===== config.mk =====
export PLATFORM = sky130hd
export DESIGN_NAME = reset_sequencer
export DESIGN_NICKNAME = d
export VERILOG_FILES = /design/src/rtl/reset_seq_pkg.sv /design/src/rtl/reset_sequencer_timer.sv /design/src/rtl/reset_sequencer.sv
export SDC_FILE = /design/constraint.sdc
export NUM_CORES = 1
export LEC_CHECK = 0
export CORE_MARGIN = 3
export CORE_UTILIZATION = 25
export CTS_CLUSTER_SIZE = 25
export DETAILED_ROUTE_END_ITERATION = 6
export SYNTH_ARGS = -nofsm -noshare
export SYNTH_HDL_FRONTEND = slang
export SYNTH_SLANG_ARGS = --single-unit

===== constraint.sdc =====
create_clock -name clk -period 3.4 [get_ports clk]
set_clock_uncertainty 0.05 [all_clocks]
set_input_delay 0.51 -clock clk [delete_from_list [all_inputs] [get_ports clk]]
set_output_delay 0.51 -clock clk [all_outputs]
set_load 0.02 [all_outputs]

===== src/rtl/reset_seq_pkg.sv =====
// Shared definitions for the reset sequencer.
//   seq_state_e : 2-bit sequencer state encoding
//   idx_width() : width of a domain index for a given domain count
package reset_seq_pkg;

  typedef enum logic [1:0] {
    HOLD     = 2'd0,
    WAIT_ACK = 2'd1,
    STAGGER  = 2'd2,
    DONE     = 2'd3
  } seq_state_e;

  // A single domain still needs a 1-bit index so ports never collapse to zero width.
  function automatic int idx_width(input int n);
    return (n > 1) ? $clog2(n) : 1;
  endfunction

endpackage


===== src/rtl/reset_sequencer_timer.sv =====
// seq_timer: saturating up-counter with synchronous clear and terminal-count compare.
// Shared by the hold, ack-timeout and stagger phases of the reset sequencer.
//   clk   : clock
//   rst_n : asynchronous active-low reset
//   clr_i : clear the count to zero on the next edge
//   tc_i  : terminal value; hit_o is high while the count equals it
//   hit_o : count == tc_i
module seq_timer #(
  parameter int CNT_WIDTH = 8
) (
  input  logic                 clk,
  input  logic                 rst_n,
  input  logic                 clr_i,
  input  logic [CNT_WIDTH-1:0] tc_i,
  output logic                 hit_o
);

  localparam logic [CNT_WIDTH-1:0] CNT_MAX = {CNT_WIDTH{1'b1}};
  localparam logic [CNT_WIDTH-1:0] CNT_ONE = CNT_WIDTH'(1);

  logic [CNT_WIDTH-1:0] count_q;
  logic [CNT_WIDTH-1:0] count_d;

  // Next count: clear wins, otherwise increment and saturate so a state never sees a wrap.
  always_comb begin
    count_d = count_q;
    if (clr_i) begin
      count_d = '0;
    end else if (count_q == CNT_MAX) begin
      count_d = count_q;
    end else begin
      count_d = count_q + CNT_ONE;
    end
  end

  // Count register.
  always_ff @(posedge clk or negedge rst_n) begin
    if (!rst_n) begin
      count_q <= '0;
    end else begin
      count_q <= count_d;
    end
  end

  assign hit_o = (count_q == tc_i);

endmodule


===== src/rtl/reset_sequencer.sv =====
// reset_sequencer: releases NUM_DOMAINS downstream resets one at a time after a
// hold interval, waiting for each domain's ready ack (with timeout) and a stagger
// interval between releases.
//   clk              : clock
//   reset_n          : asynchronous active-low reset (from the reset synchronizer)
//   sw_reset_req     : synchronous request to restart the whole sequence
//   domain_ack       : per-domain ready acknowledge
//   domain_rst_n_out : per-domain active-low reset
//   busy             : sequence not complete
//   all_ready        : sequence complete
//   timeout_err      : sticky, some domain missed its ack
//   timeout_domain   : index of the first domain that timed out
module reset_sequencer
  import reset_seq_pkg::*;
#(
  parameter  int NUM_DOMAINS    = 4,
  parameter  int HOLD_CYCLES    = 16,
  parameter  int STAGGER_CYCLES = 8,
  parameter  int ACK_TIMEOUT    = 255,
  parameter  int CNT_WIDTH      = 8,
  localparam int IDX_W          = idx_width(NUM_DOMAINS)
) (
  input  logic                   clk,
  input  logic                   reset_n,
  input  logic                   sw_reset_req,
  input  logic [NUM_DOMAINS-1:0] domain_ack,
  output logic [NUM_DOMAINS-1:0] domain_rst_n_out,
  output logic                   busy,
  output logic                   all_ready,
  output logic                   timeout_err,
  output logic [IDX_W-1:0]       timeout_domain
);

  // Terminal values are "count - 1": the timer reads N-1 on the N-th edge of a state.
  localparam logic [CNT_WIDTH-1:0] HOLD_TC = CNT_WIDTH'(HOLD_CYCLES - 1);
  localparam logic [CNT_WIDTH-1:0] ACK_TC  = CNT_WIDTH'(ACK_TIMEOUT - 1);
  localparam logic [CNT_WIDTH-1:0] STAG_TC =
      (STAGGER_CYCLES > 0) ? CNT_WIDTH'(STAGGER_CYCLES - 1) : {CNT_WIDTH{1'b0}};
  localparam logic [IDX_W-1:0]     LAST_IDX = IDX_W'(NUM_DOMAINS - 1);
  localparam logic [NUM_DOMAINS-1:0] ONE_HOT0 = NUM_DOMAINS'(1);

  seq_state_e             state_q;
  logic [IDX_W-1:0]       idx_q;
  logic [NUM_DOMAINS-1:0] rst_n_q;
  logic                   busy_q;
  logic                   ready_q;
  logic                   err_q;
  logic [IDX_W-1:0]       err_dom_q;

  logic                   ack_sel;
  logic                   timer_hit;
  logic                   timer_clr;
  logic [CNT_WIDTH-1:0]   timer_tc;
  logic                   hold_done;
  logic                   ack_accept;
  logic                   ack_timeout;
  logic                   stag_done;
  logic [IDX_W-1:0]       idx_nxt;
  logic [NUM_DOMAINS-1:0] nxt_mask;

  seq_timer #(.CNT_WIDTH(CNT_WIDTH)) u_timer (
    .clk   (clk),
    .rst_n (reset_n),
    .clr_i (timer_clr),
    .tc_i  (timer_tc),
    .hit_o (timer_hit)
  );

  // Phase events and timer control; the timer restarts on every state change.
  always_comb begin
    ack_sel  = domain_ack[idx_q];
    idx_nxt  = idx_q + IDX_W'(1);
    nxt_mask = ONE_HOT0 << idx_nxt;
    case (state_q)
      HOLD:     timer_tc = HOLD_TC;
      WAIT_ACK: timer_tc = ACK_TC;
      STAGGER:  timer_tc = STAG_TC;
      DONE:     timer_tc = HOLD_TC;
      default:  timer_tc = HOLD_TC;
    endcase
    hold_done   = (state_q == HOLD) && timer_hit;
    ack_accept  = (state_q == WAIT_ACK) && (ack_sel || timer_hit);
    ack_timeout = (state_q == WAIT_ACK) && !ack_sel && timer_hit;
    stag_done   = (state_q == STAGGER) && timer_hit;
    // Zero-stagger releases the next domain on the accept edge, so clearing on
    // acceptance also restarts the ack timeout for that next domain.
    timer_clr   = sw_reset_req || hold_done || ack_accept || stag_done || (state_q == DONE);
  end

  // Sequencer FSM and all output registers.
  always_ff @(posedge clk or negedge reset_n) begin
    if (!reset_n) begin
      state_q   <= HOLD;
      idx_q     <= '0;
      rst_n_q   <= '0;
      busy_q    <= 1'b1;
      ready_q   <= 1'b0;
      err_q     <= 1'b0;
      err_dom_q <= '0;
    end else if (sw_reset_req) begin
      state_q   <= HOLD;
      idx_q     <= '0;
      rst_n_q   <= '0;
      busy_q    <= 1'b1;
      ready_q   <= 1'b0;
      err_q     <= 1'b0;
      err_dom_q <= '0;
    end else begin
      case (state_q)
        HOLD: begin
          if (hold_done) begin
            rst_n_q <= rst_n_q | ONE_HOT0;
            state_q <= WAIT_ACK;
          end
        end
        WAIT_ACK: begin
          if (ack_accept) begin
            // Only the first timeout is recorded.
            if (ack_timeout && !err_q) begin
              err_q     <= 1'b1;
              err_dom_q <= idx_q;
            end
            if (idx_q == LAST_IDX) begin
              state_q <= DONE;
              ready_q <= 1'b1;
              busy_q  <= 1'b0;
            end else if (STAGGER_CYCLES == 0) begin
              rst_n_q <= rst_n_q | nxt_mask;
              idx_q   <= idx_nxt;
            end else begin
              state_q <= STAGGER;
            end
          end
        end
        STAGGER: begin
          if (stag_done) begin
            rst_n_q <= rst_n_q | nxt_mask;
            idx_q   <= idx_nxt;
            state_q <= WAIT_ACK;
          end
        end
        DONE: begin
          state_q <= DONE;
        end
        default: begin
          state_q <= HOLD;
        end
      endcase
    end
  end

  assign domain_rst_n_out = rst_n_q;
  assign busy             = busy_q;
  assign all_ready        = ready_q;
  assign timeout_err      = err_q;
  assign timeout_domain   = err_dom_q;

endmodule


==> metrics.md, run 1 <==
| Metric | Value |
|---|---|
| H-tree Lvls | `1` |
| Setup Buffers After CTS | `0` |
| Crit path DAT | `~2.4 ns` |
| Fmax | `~460 MHz` |
| Power after layout | `between 0.0004 and 0.0005 W` |
| Post-Syn Area | `1230 sq um` |
| DRT Pass-1 Iters | `4` |
| Most numerous cell in the Yosys netlist | `dfrtp_1` |
| RSZ-0062 raised after global routing | `no` |
| Hold-fix buffers, CTS | `0` |
| Comb power frac | `under 10%` |
| Number of diodes | `0` |
| Final slew viol count | `0` |
| Share of post-route cells with drive strength above 1 | `about a tenth` |
| Number of port buffers | `15` |
| Syn_area_per_cell | `about 11 sq um` |
| Grt ovf | `0` |
| Fin. Hold Viols | `0` |
| Core Rows | `24` |
| CP Cell Sequence | `xor2_1, o211ai_1, a21o_1, o311a_1` |
| Cells after Synth | `117` |
| Per-cell routed wire length | `around 14 um` |
| Die outline area | `around 5800 sq um` |
| Vias after detailed routing | `just under 1000` |
| Die H | `between 70 and 80 um` |
| Core area | `about 4600 sq um` |
| Fin crit share | `between 60% and 70%` |
| Clock power frac | `37.4%` |
| Max_cap viols | `0` |
| Worst Max-Slew Pin Slew | `0.971 ns` |
| CTS resizes | `0` |
| Status | `finished, final reports clean` |
| Syn nets | `approximately 130` |
| Max_slew headroom | `between 30% and 40%` |
| Design area | `1490 sq um` |
| Final nets | `~150` |
| Die Wd | `76.1 um` |
| Total CTS buffers | `3` |
| Total internal power | `0.000348 W` |
| CTS root buf | `clkbuf_8` |
| Pwr/cell area | `306 nW/um^2` |
| Crit. End Element | `register` |
| Async set or reset register ratio after synthesis | `100%` |
| Area grow syn2layout | `21.4%` |
| Setup_tns | `0 ns` |
| CP Class | `reg2reg` |
| CTS tree | `built` |
| Dominant cells by area after synthesis | `dfrtp_1 41%, ha_1 5.1%, a211oi_1 3.7%` |
| Largest net degree at the start of global routing | `22` |
| Worst-path clk slew | `~0.080 ns` |
| Post-synth top area share | `around two fifths` |
| Worst slack, placed | `1.13 ns` |
| Hold Crit Class | `reg2reg` |
| Register area share after synthesis | `a little over two fifths` |
| I/O pin cnt | `16` |
| Placed Instance Area | `around 1400 sq um` |
| Synth Flop Type | `dfrtp_1` |
| Global-route wire length before repair | `approximately 4700 um` |
| Clock buffer depth | `2` |
| Sw Pwr | `approximately 0.00011 W` |
| Max VDD drop | `between 0.15 and 0.2 mV` |
| Gr usage total | `10.2%` |
| Yosys warning count | `0` |
| CTS sink cnt | `21` |
| Synth cell types | `43` |
| DR vias/cell | `4.96` |
| Routed Antenna Nets | `0` |
| Final setup vio count | `0` |
| DR DRC count | `0` |
| Sequential power share | `a little under three fifths` |
| EDFF count, synth | `0` |
| Placer Congestion | `between 0.7 and 0.8` |
| CP Max Fanout | `11` |
| Routed WL | `2830 um` |
| Initial Util | `26.9%` |
| Initial antenna violation count | `0` |
| Startpoint Class | `register` |
| Min Tclk post-route | `2.19 ns` |
| Critical path data required time | `3.55 ns` |
| Initial drt markers | `66` |
| FF+latch count, synth | `21` |
| HPWL after DPL | `between 2000 and 2500 um` |
| Cell taking the most area after synthesis | `dfrtp_1` |
| Final non-filler cell total | `197` |
| Top delay family on crit path | `compound AO/OA/AOI/OAI gates` |
| Number of global-route vias before repair | `just under 1000` |
| Final worst slack | `between 1 and 1.5 ns` |
| Slowest stage delay, CP | `~0.67 ns` |
| LEAKAGE | `roughly 0.57 nW` |
| Crit path buffers/inverters | `0` |
| DP Cell Count | `193` |
| Sw frac | `around a quarter` |
| Critical-path top delay cell | `o211ai_1` |
| Clk_lat worst skew | `between 0.2 and 0.3 ns` |
| Post-synth top cells | `20 x dfrtp_1, 10 x nand2_1, 7 x nor2_1` |
[sequential cells by signal, summed over array words and instances (netlist names)]
name and count:
domain_rst_n_out 4, all_ready 1, busy 1, state_q 2, idx_q 2, timeout_domain 2
timeout_err 1, u_timer.count_q 8
[cell usage in the layout (no fill, tap or decap), types with 2 or more instances in the layout]
master	synthesis	routed
ha_1	5	5
nand3_1	5	5
a21oi_1	4	4
a211oi_1	6	6
a31oi_1	4	4
clkdlybuf4s50_1	0	15
clkbuf_8	0	3
o21ai_1	2	2
inv_1	4	4
o21ai_0	4	4
and3_1	4	4
nand4bb_1	2	2
dfrtp_1	20	20
xor2_1	3	3
nand2b_1	2	2
nand2_1	10	10
mux2i_1	3	3
o211ai_1	3	3
a21o_1	2	2
nor2_1	7	7
[path summary, 6_finish.rpt]
check,startpoint,to,slack [ns],cells after the start
max in group asynchronous,reset_n,u_timer.count_q[6],1.98,1
max,u_timer.count_q[3],state_q[0],1.21,4
min in group asynchronous,reset_n,domain_rst_n_out[0],0.73,1
min,busy,busy,0.44,2
min reg2reg,busy,busy,0.44,2
max reg2reg,u_timer.count_q[3],state_q[0],1.21,4
[layer usage]
metal	wire, um	up-vias	track usage (%)
li1	-	472	-
met1	1160	477	11.0
met2	1510	24	19.1
met3	122	4	3.07
met4	31	0	2.72
met5	0	-	0
[power groups by stage]
| stage | sequential [W] | combinational, W | clock, W |
|---|---|---|---|
| final | 0.000256 | 0.0000291 | 0.000171 |
| after CTS | 0.000256 | 0.0000300 | 0.000177 |
| after floorplan | 0.000260 | 0.0000143 | 0 |
| after global placement | 0.000261 | 0.0000293 | 0 |
| after detailed placement | 0.000261 | 0.0000298 | 0 |
| after global routing | 0.000257 | 0.0000335 | 0.000187 |
[worst reg2reg max path, stage by stage, from the launching register on]
cell	delay [ns]
dfrtp_1	0.49
xor2_1	0.22
o211ai_1	0.67
a21o_1	0.45
o311a_1	0.25
[layout make-up]
type,count,area (sq um)
clock buffer,3,41.3
clock inverter,1,7.51
fill,482,3070
inverter,4,15.0
multi-input combinational,87,663
sequential,21,527
tap,65,81.3
timing repair buffer,16,158
[logic make-up (layout without fill, tap and decap cells)]
group                      Yosys count  count (layout)  synth area share, %
DFF                                 21              21                 42.8
muxes                                4               4                 4.27
AOI/OAI and AO/OA                   35              35                 23.1
xor gates and xnor gates             3               3                 2.14
buffers and inverters                9              24                 3.26
and+or+nand+nor                     40              40                 19.3
adders and majority gates            5               5                 5.09
[per-stage QoR]
stage | utilization (%) | hold slack, ns
after global routing | 32.7 | 0.483
final | 32.7 | 0.445
after CTS | 32.7 | 0.452
after global placement | 31.6 | 0.436
after detailed placement | 31.6 | 0.435
after floorplan | - | 0.164
Note: power is estimated with default switching activity, not from simulation.
==> run 2, diff against run 1 <==
Clock period 3.4 ns to 1.96 ns, I/O delays scaled along.
==> metrics.md, run 2 (same netlist as run 1, synthesis figures left out) <==
| Metric | Value |
|---|---|
| Clock buffer depth | `2 (unchanged)` |
| HPWL after DPL | `2180 um (+4.2%)` |
| Per-cell routed wire length | `13.7 um (-4.7%)` |
| Final nets | `152 (+4.8%)` |
| CP Cell Sequence | `or4_4, nor2_2, a21o_1, a211oi_1` |
| DP Cell Count | `200 (+3.6%)` |
| Status | `finished, final reports clean` |
| Fmax | `542 MHz (+19%)` |
| Largest net degree at the start of global routing | `22 (unchanged)` |
| Crit path depth | `4 (unchanged)` |
| I/O pin cnt | `16 (unchanged)` |
| Crit Reg-Reg Startpoint | `u_timer.count_q[5]` |
| Min Tclk post-route | `1.84 ns (-0.349 ns)` |
| CP Max Fanout | `9 (-2)` |
| DR DRC count | `0 (unchanged)` |
| CP startpoint | `u_timer.count_q[5]` |
| Gr usage total | `10.4% (+0.23 points)` |
| Pwr/cell area | `513 nW/um^2 (+68%)` |
| Clk_lat worst skew | `0.27 ns (about the same)` |
| Max_slew headroom | `63.4% (+28 points)` |
| CTS sink cnt | `21 (unchanged)` |
| Crit path buffers/inverters | `0 (unchanged)` |
| Number of diodes | `0 (unchanged)` |
| Worst Max-Slew Pin Slew | `0.541 ns (-0.430 ns)` |
| Placer Congestion | `0.783 (+0.57%)` |
| Grt ovf | `0 (unchanged)` |
| Setup Buffers After CTS | `0 (unchanged)` |
| Die H | `76.1 um (unchanged)` |
| Die Wd | `76.1 um (unchanged)` |
| Most common cell after layout, fill and taps aside | `dfrtp_1` |
| Global-route wire length before repair | `4820 um (+2.4%)` |
| CP Class | `reg2reg` |
| LEAKAGE | `0.612 nW (+6.8%)` |
| Initial drt markers | `57 (-14%)` |
| R2R Setup Slk | `0.12 ns (-1.09 ns)` |
| Core area | `4560 sq um (unchanged)` |
| Critical Path Sink | `u_timer.count_q[4]` |
| Max_cap viols | `0 (unchanged)` |
| Area grow syn2layout | `25.4%` |
| Final setup vio count | `0 (unchanged)` |
| Number of flip-flops in the largest register | `8 (unchanged)` |
| CTS tree | `built` |
| Top delay family on crit path | `simple AND/OR/NAND/NOR gates` |
| Most flops, register | `u_timer.count_q` |
| Hold-fix buffers, CTS | `0 (unchanged)` |
| Worst R2R Path Depth | `4 (unchanged)` |
| Layout Utilization | `33.8% (+1.1 points)` |
| Commonest non-fill, non-tap cells in the layout | `20 x dfrtp_1, 15 x clkdlybuf4s50_1, 10 x nand2_1` |
| DRT Pass-1 Iters | `4 (unchanged)` |
| RSZ-0062 raised after global routing | `no` |
| Fin crit share | `94.1% (+30 points)` |
| Crit path DAT | `1.92 ns (-0.43 ns)` |
| Number of global-route vias before repair | `1003 (+1.0%)` |
| Routed Antenna Nets | `0 (unchanged)` |
| Worst-path clk slew | `0.08 ns (about the same)` |
| CTS root buf | `clkbuf_8` |
| Initial Util | `26.9% (unchanged)` |
| Total CTS buffers | `3 (unchanged)` |
| Final slew viol count | `0 (unchanged)` |
| Die outline area | `5800 sq um (unchanged)` |
| H-tree Lvls | `1 (unchanged)` |
| Number of port buffers | `15 (unchanged)` |
| DR vias/cell | `4.96 (about the same)` |
| Core Rows | `24 (unchanged)` |
| CTS resizes | `0 (unchanged)` |
| Max VDD drop | `0.276 mV (+58%)` |
| Crit. End Element | `register` |
| Fillers | `486 (+0.83%)` |
| Routed WL | `2790 um (-1.3%)` |
| Fin. Hold Viols | `0 (unchanged)` |
| Vias after detailed routing | `1012 (+3.6%)` |
| Final non-filler cell total | `204 (+3.6%)` |
| Critical-path top delay cell | `or4_4` |
| Worst reg2reg path endpoint | `u_timer.count_q[4]` |
| Hold Crit Class | `in2async` |
| Critical path data required time | `2.03 ns (-1.52 ns)` |
| Slowest stage delay, CP | `0.57 ns (-0.10 ns)` |
| Startpoint Class | `register` |
| Share of post-route cells with drive strength above 1 | `15.1% (+4.5 points)` |
| Initial antenna violation count | `0 (unchanged)` |
## run 2: worst min path at each step
| stage | endpoint | slack [ns] | cells past startpoint |
|---|---|---|---|
| after global routing | u_timer.count_q[3] | 0.34 | 2 |
| after floorplan | all_ready | -0.05 | 0 |
| after CTS | u_timer.count_q[3] | 0.34 | 2 |
| final | u_timer.count_q[0] | 0.33 | 2 |
| after global placement | domain_rst_n_out[2] | 0.44 | 2 |
| after detailed placement | busy | 0.44 | 2 |
## run 2: routing by layer
layer | vias to the layer above | routed length, um | share of wire (%) | GRT usage (%)
met3 | 2 | 93 | 3.3 | 2.84
met1 | 512 | 1270 | 46 | 12.3
met4 | 0 | 27 | 0.97 | 3.26
met2 | 11 | 1400 | 50 | 18.3
li1 | 487 | - | - | -
met5 | - | 0 | 0 | 0
## run 2: layout make-up
| type | count | area (sq um) | area share (%) |
|---|---|---|---|
| sequential | 21 | 527 | 34.1 |
| clock buffer | 3 | 41.3 | 2.68 |
| clock inverter | 1 | 5.00 | 0.324 |
| timing repair buffer | 23 | 210 | 13.6 |
| tap | 65 | 81.3 | 5.27 |
| inverter | 4 | 15.0 | 0.973 |
| multi-input combinational | 87 | 663 | 43.0 |
## run 2: where the power goes
group / total (W) / internal [W] / switching [W]
clock network: 0.000291 / 0.000142 / 0.000149
logic: 0.0000557 / 0.0000258 / 0.0000299
registers: 0.000445 / 0.000438 / 0.00000666
total: 0.000792 / 0.000606 / 0.000186
## run 2: metrics by stage
step / TNS (ns) / total power [W] / setup slack [ns] / hold slack, ns / cell area [sq um]
after floorplan: 0 / 0.000476 / 0.229 / -0.0516 / 1230
after global placement: -0.102 / 0.000508 / -0.0514 / 0.439 / 1500
after detailed placement: -0.228 / 0.000510 / -0.0817 / 0.439 / 1500
after CTS: 0 / 0.000802 / 0.111 / 0.344 / 1540
after global routing: 0 / 0.000838 / 0.0377 / 0.344 / 1540
final: 0 / 0.000792 / 0.116 / 0.332 / 1540
